===== config.mk =====
export PLATFORM = sky130hd
export DESIGN_NAME = intr_req_ctl
export DESIGN_NICKNAME = d
export VERILOG_FILES = /design/src/rtl/intr_req_ctl.sv
export SDC_FILE = /design/constraint.sdc
export NUM_CORES = 1
export LEC_CHECK = 0
export ABC_CLOCK_PERIOD_IN_PS = 1700
export CORE_AREA = 2 2 72 74
export DETAILED_ROUTE_END_ITERATION = 12
export DIE_AREA = 0 0 74 76
export GPL_ROUTABILITY_DRIVEN = 0
export PLACE_DENSITY_LB_ADDON = 0.08
export SYNTH_ARGS = -nofsm -noshare
export SYNTH_HDL_FRONTEND = slang
export SYNTH_SLANG_ARGS = --single-unit

===== constraint.sdc =====
create_clock -name clk -period 1.7 [get_ports clk]
set_input_delay 0.34 -clock clk [delete_from_list [all_inputs] [get_ports clk]]
set_output_delay 0.34 -clock clk [all_outputs]
set_load 0.05 [all_outputs]

===== src/rtl/intr_req_ctl.sv =====
// intr_req_ctl: interrupt request collector driving the flag stage's sintr input.
// Synchronizes and edge-detects device request lines, keeps per-source pending and
// enable bits, picks the lowest-numbered active source and presents it through a
// request/acknowledge FSM (IDLE -> REQ -> HOLD -> IDLE).
// Optional feature: define INTR_TIMER_EN to add an interval timer as source NSRC.
module intr_req_ctl #(
  parameter int unsigned NSRC    = 8,
  parameter int unsigned TIMER_W = 16
) (
  input  logic            clk,
  input  logic            reset,
  input  logic [NSRC-1:0] irq_in,
  input  logic            state_fetch,
  input  logic            ack,
  input  logic            wr_en,
  input  logic [1:0]      wr_sel,
  input  logic [31:0]     wr_data,
  output logic            sintr,
  output logic [3:0]      vector,
  output logic [31:0]     rd_data
);

`ifdef INTR_TIMER_EN
  localparam int unsigned NB = NSRC + 1;
`else
  localparam int unsigned NB = NSRC;
`endif

  typedef enum logic [1:0] {StIdle, StReq, StHold} state_e;

  state_e          state_q;
  logic            sintr_q;
  logic [3:0]      vector_q;
  logic [NSRC-1:0] sync1_q, sync2_q, prev_q;
  logic [NSRC-1:0] rise;
  logic [NB-1:0]   en_q, pending_q, pending_d;
  logic [NB-1:0]   set_mask, w1c_mask, ack_mask, vec_onehot, active;
  logic [3:0]      sel_idx;
  logic            any_active;
  logic            fetch_wr, ack_fire, w1c_hit;
  logic            timer_tick;
  logic            unused_wr;

  assign unused_wr = ^wr_data;
  assign fetch_wr  = state_fetch & wr_en;
  assign ack_fire  = (state_q == StReq) & state_fetch & ack;
  assign rise      = sync2_q & ~prev_q;
  assign active    = pending_q & en_q;

  // Two-flop synchronizer plus previous-value flop for rising-edge detection
  always_ff @(posedge clk) begin
    if (reset) begin
      sync1_q <= '0;
      sync2_q <= '0;
      prev_q  <= '0;
    end else begin
      sync1_q <= irq_in;
      sync2_q <= sync1_q;
      prev_q  <= sync2_q;
    end
  end

`ifdef INTR_TIMER_EN
  logic [TIMER_W-1:0] reload_q, cnt_q;

  assign timer_tick = (reload_q != '0) && (cnt_q == TIMER_W'(1));

  // Interval timer: counts reload..1, then fires and reloads; reload==0 parks it at 0
  always_ff @(posedge clk) begin
    if (reset) begin
      reload_q <= '0;
      cnt_q    <= '0;
    end else if (fetch_wr && wr_sel == 2'd2) begin
      reload_q <= wr_data[TIMER_W-1:0];
      cnt_q    <= wr_data[TIMER_W-1:0];
    end else if (reload_q == '0) begin
      cnt_q <= '0;
    end else if (cnt_q <= TIMER_W'(1)) begin
      cnt_q <= reload_q;
    end else begin
      cnt_q <= cnt_q - TIMER_W'(1);
    end
  end
`else
  assign timer_tick = 1'b0;
`endif

  // Set/clear masks; the currently presented vector as a one-hot mask
  always_comb begin
    set_mask = '0;
    set_mask[NSRC-1:0] = rise;
`ifdef INTR_TIMER_EN
    set_mask[NSRC] = timer_tick;
`endif
    w1c_mask = (fetch_wr && wr_sel == 2'd1) ? wr_data[NB-1:0] : '0;
    vec_onehot = '0;
    for (int i = 0; i < int'(NB); i++) begin
      vec_onehot[i] = (vector_q == 4'(i));
    end
    ack_mask = ack_fire ? vec_onehot : '0;
    // Set wins over a same-cycle clear so a fresh request is never lost
    pending_d = (pending_q & ~(w1c_mask | ack_mask)) | set_mask;
    w1c_hit   = (|(w1c_mask & vec_onehot)) && !(|(pending_d & vec_onehot));
  end

  // Fixed priority: lowest-numbered active source wins
  always_comb begin
    any_active = 1'b0;
    sel_idx    = '0;
    for (int i = int'(NB) - 1; i >= 0; i--) begin
      if (active[i]) begin
        any_active = 1'b1;
        sel_idx    = 4'(i);
      end
    end
  end

  // Enable and pending registers
  always_ff @(posedge clk) begin
    if (reset) begin
      en_q      <= '0;
      pending_q <= '0;
    end else begin
      if (fetch_wr && wr_sel == 2'd0) begin
        en_q <= wr_data[NB-1:0];
      end
      pending_q <= pending_d;
    end
  end

  // Request/acknowledge FSM with registered sintr and vector
  always_ff @(posedge clk) begin
    if (reset) begin
      state_q  <= StIdle;
      sintr_q  <= 1'b0;
      vector_q <= '0;
    end else begin
      unique case (state_q)
        StIdle: begin
          if (any_active) begin
            vector_q <= sel_idx;
            sintr_q  <= 1'b1;
            state_q  <= StReq;
          end
        end
        StReq: begin
          // Vector stays frozen until acknowledged or its pending bit is cleared
          if (ack_fire || w1c_hit) begin
            sintr_q <= 1'b0;
            state_q <= StHold;
          end
        end
        StHold: begin
          state_q <= StIdle;
        end
        default: begin
          sintr_q <= 1'b0;
          state_q <= StIdle;
        end
      endcase
    end
  end

  assign sintr  = sintr_q;
  assign vector = vector_q;

  // Status word: enables in [14:0], pending in [29:15], sintr in [30]
  always_comb begin
    rd_data = '0;
    rd_data[NB-1:0] = en_q;
    rd_data[15+NB-1:15] = pending_q;
    rd_data[30] = sintr_q;
  end

endmodule


==> results.tsv <==
stage	metric	value	unit
setup_path	R2R Setup Slk	20	ps
clocking	latest clock arrival within the worst-skew pair	300	ps
sta	final hold vios	0	
synthesis	Synth cell types	45	
placed_design	# port buffers	43	
global_route	vias in the first global route	1622	
finish	post-layout instance area	2858	sq um
global_route	first-pass GRT wire length	7928	microns
finish	commonest non-fill, non-tap cell in the layout	buf_4	
floorplan	Cell Rows	26	
route	drt first pass iters	4	
route	Routed wire per std cell	13.73	microns
synthesis	Mapped Cells	227	
setup_path	Critical Path AT	1880	ps
setup_path	crit path to	state_q[1]	
sta	RSZ-0062 raised after global routing	true	
route	DR vias	1802	
floorplan	# IOs	84	
global_route	total track usage	18.44	%
floorplan	Die H	76	microns
finish	most frequent cells in the layout	50 x buf_4, 31 x dfxtp_1, 25 x nor2b_1	
sta	max-slew violations	0	
run_status	outcome	complete, no violations	
setup_path	CP Capture Type	flop	
pwr	Pwr per Cell Area	777.7	nW/um^2
clocking	CTS tree	built	
placed_design	post-place instance area	2623	sq um
finish	footprint of the multi-input gates	1094	sq um
pwr	Sw Share	29.62	%
setup_path	R2R cell count	7	
setup_path	critical path type	reg -> reg	
finish	Layout area overhead	40.04	%
placed_design	post-DP HPWL	3661	microns
finish	FF+latch area	942.2	sq um
finish	FILL cells	460	
setup_path	worst endpoint required time	1900	ps
floorplan	Die Footprint	5624	sq um
global_route	initial antenna violation count	0	
route	Residual DRC	0	
pwr	logic gate share of total power	18.7	%
setup_path	reg2reg end	state_q[1]	
synthesis	ys flop type	dfxtp_1	
route	DRT Wirelength	5065	microns
clocking	clock buffer count from CTS	5	
pwr	Reg power frac	51.7	%
synthesis	post-synthesis async set-or-reset flop share	0	%
floorplan	Die W	74	microns
sta	Final Skew	3.538	ps
synthesis	Synth Cell Area	2041	sq um
finish	ratio of cells with drive above 1 in the final layout	32.78	%
synthesis	flops & latches, synth	46	
clocking	number of hold buffers added after CTS	0	
pwr	switching power total	658.3	uW
route	Detail Route Antenna Nets	0	
clocking	Sink Count	46	
finish	# nets final	345	
setup_path	CP Max Fanout	4	
floorplan	core area	4912	sq um
finish	Antenna Cells	0	
setup_path	beginning of the critical path	vector[0]	
pwr	P_int	1.564	mW
sta	part of the cycle the worst path needs	98.80	%
global_route	grt ovf	0	
clocking	CTS HTree Levels	2	
job	max-cap viol count	0	
clocking	clk slew on worst S/H paths	80	ps
synthesis	sequential area share after synthesis	45.13	%
synthesis	Post-synth EDFFs	0	
sta	setup-violating endpoint count in the final report	0	
global_route	maximum number of pins on one net before global-route repair	34	
pwr	leakage power	1.183	nW
hold_path	worst hold path class	reg -> reg	
pwr	Design Power	2.222	mW
setup_path	Reg-to-Reg Start	vector[0]	
synthesis	syn_area_per_cell	8.990	sq um
route	Vias/cell	4.883	
floorplan	starting density of the core	41.54	%
pwr	clock share of power	29.5	%
clocking	Clock Tree Root	clkbuf_8	
sta	Tmin final	1680	ps
route	drt first-iter violations	78	
pwr	Worst VDD drop	0.5474	mV
synthesis	YS warnings	0	
setup_path	crit start category	flop	
sta	fmax	595.4	MHz
clocking	clock buffer depth	2	
## layout make-up
class / instances / share of cell area (%)
clock buffers: 6 / 2.539
well taps: 70 / 3.065
repair buffers: 75 / 22.02
clock inverters: 2 / 0.4816
flip-flops and latches: 46 / 32.97
multi-input cells: 165 / 38.27
inverters: 5 / 0.6567
## stage by stage
| stage | TNS (ps) | setup slack, ps | std cells | hold slack, ps | utilization, % |
|---|---|---|---|---|---|
| floorplan | -6.164 | -6.164 | 242 | 413.8 | - |
| CTS | 0 | 29.38 | 364 | 445.4 | 56.37 |
| detailed placement | -2341 | -521.7 | 356 | 425.5 | 53.39 |
| finish | 0 | 20.35 | 369 | 441.0 | 58.18 |
| global route | -124.1 | -56.11 | 369 | 455.4 | 58.18 |
| global placement | -2122 | -455.0 | 356 | 415.9 | 53.39 |
## layer usage
metal | GRT usage, % | wire (microns) | up-vias
li1 | - | - | 889
met1 | 25.21 | 2338 | 846
met2 | 28.04 | 2412 | 57
met3 | 4.365 | 228 | 10
met5 | 0 | 0 | -
met4 | 6.727 | 85 | 0
## how the worst min path moves through the flow
stage	cells after the start	from	endpoint
detailed placement	1	sync1_q[6]	sync2_q[6]
floorplan	1	sync1_q[0]	sync2_q[0]
global placement	1	sync1_q[7]	sync2_q[7]
CTS	1	sync1_q[6]	sync2_q[6]
finish	1	sync1_q[7]	sync2_q[7]
global route	1	sync1_q[3]	sync2_q[3]
## timing repair
item | 4_1_cts | 5_1_grt
pin swaps | 8 | 7
setup buffers | 0 | 6
resized for setup | 20 | 15
setup endpoints to repair | 3 | 3
## critical path, cell delays in order, from the launching register on
cell      delay, ps
dfxtp_4         390
buf_6           110
mux2_4          310
a221oi_4        280
o22ai_2         130
o41ai_4          90
o31ai_4         130
nor2b_4         130
## cell usage after synthesis, types with 3 or more instances
library cell,n,area (sq um)
a21oi_1,13,65.06
a22oi_1,4,30.03
buf_4,18,135.1
clkbuf_1,4,15.01
dfxtp_1,46,920.9
inv_1,5,18.77
mux2i_1,8,80.08
nand2_1,24,90.09
nand2b_1,7,43.79
nand3_1,3,15.01
nor2_1,15,56.30
nor2b_1,27,168.9
o21ai_0,5,25.02
o22ai_1,4,25.02
o311ai_0,3,26.28
## power by group through the flow
stage               sequential, mW  clock (mW)  combinational [mW]
floorplan                     1.23           0               0.225
global placement              1.17           0               0.401
detailed placement            1.17           0               0.402
CTS                           1.15       0.680               0.412
global route                  1.16       0.734               0.441
finish                        1.15       0.656               0.416
## cells by family after synthesis
logic type	Yosys count	synth area share (%)
and+or+nand+nor	92	24.16
AOI/OAI and AO/OA	47	16.00
DFF	46	45.13
buffers and inverters	31	9.503
muxes	10	5.028
other	1	0.1838
## state kept, by name, indices dropped and copies added (netlist names)
name	cells
en_q	8
pending_q	8
prev_q	8
sync1_q	8
sync2_q	8
vector	3
state_q	2
sintr	1
No activity file was read; power rests on OpenSTA's default activity.
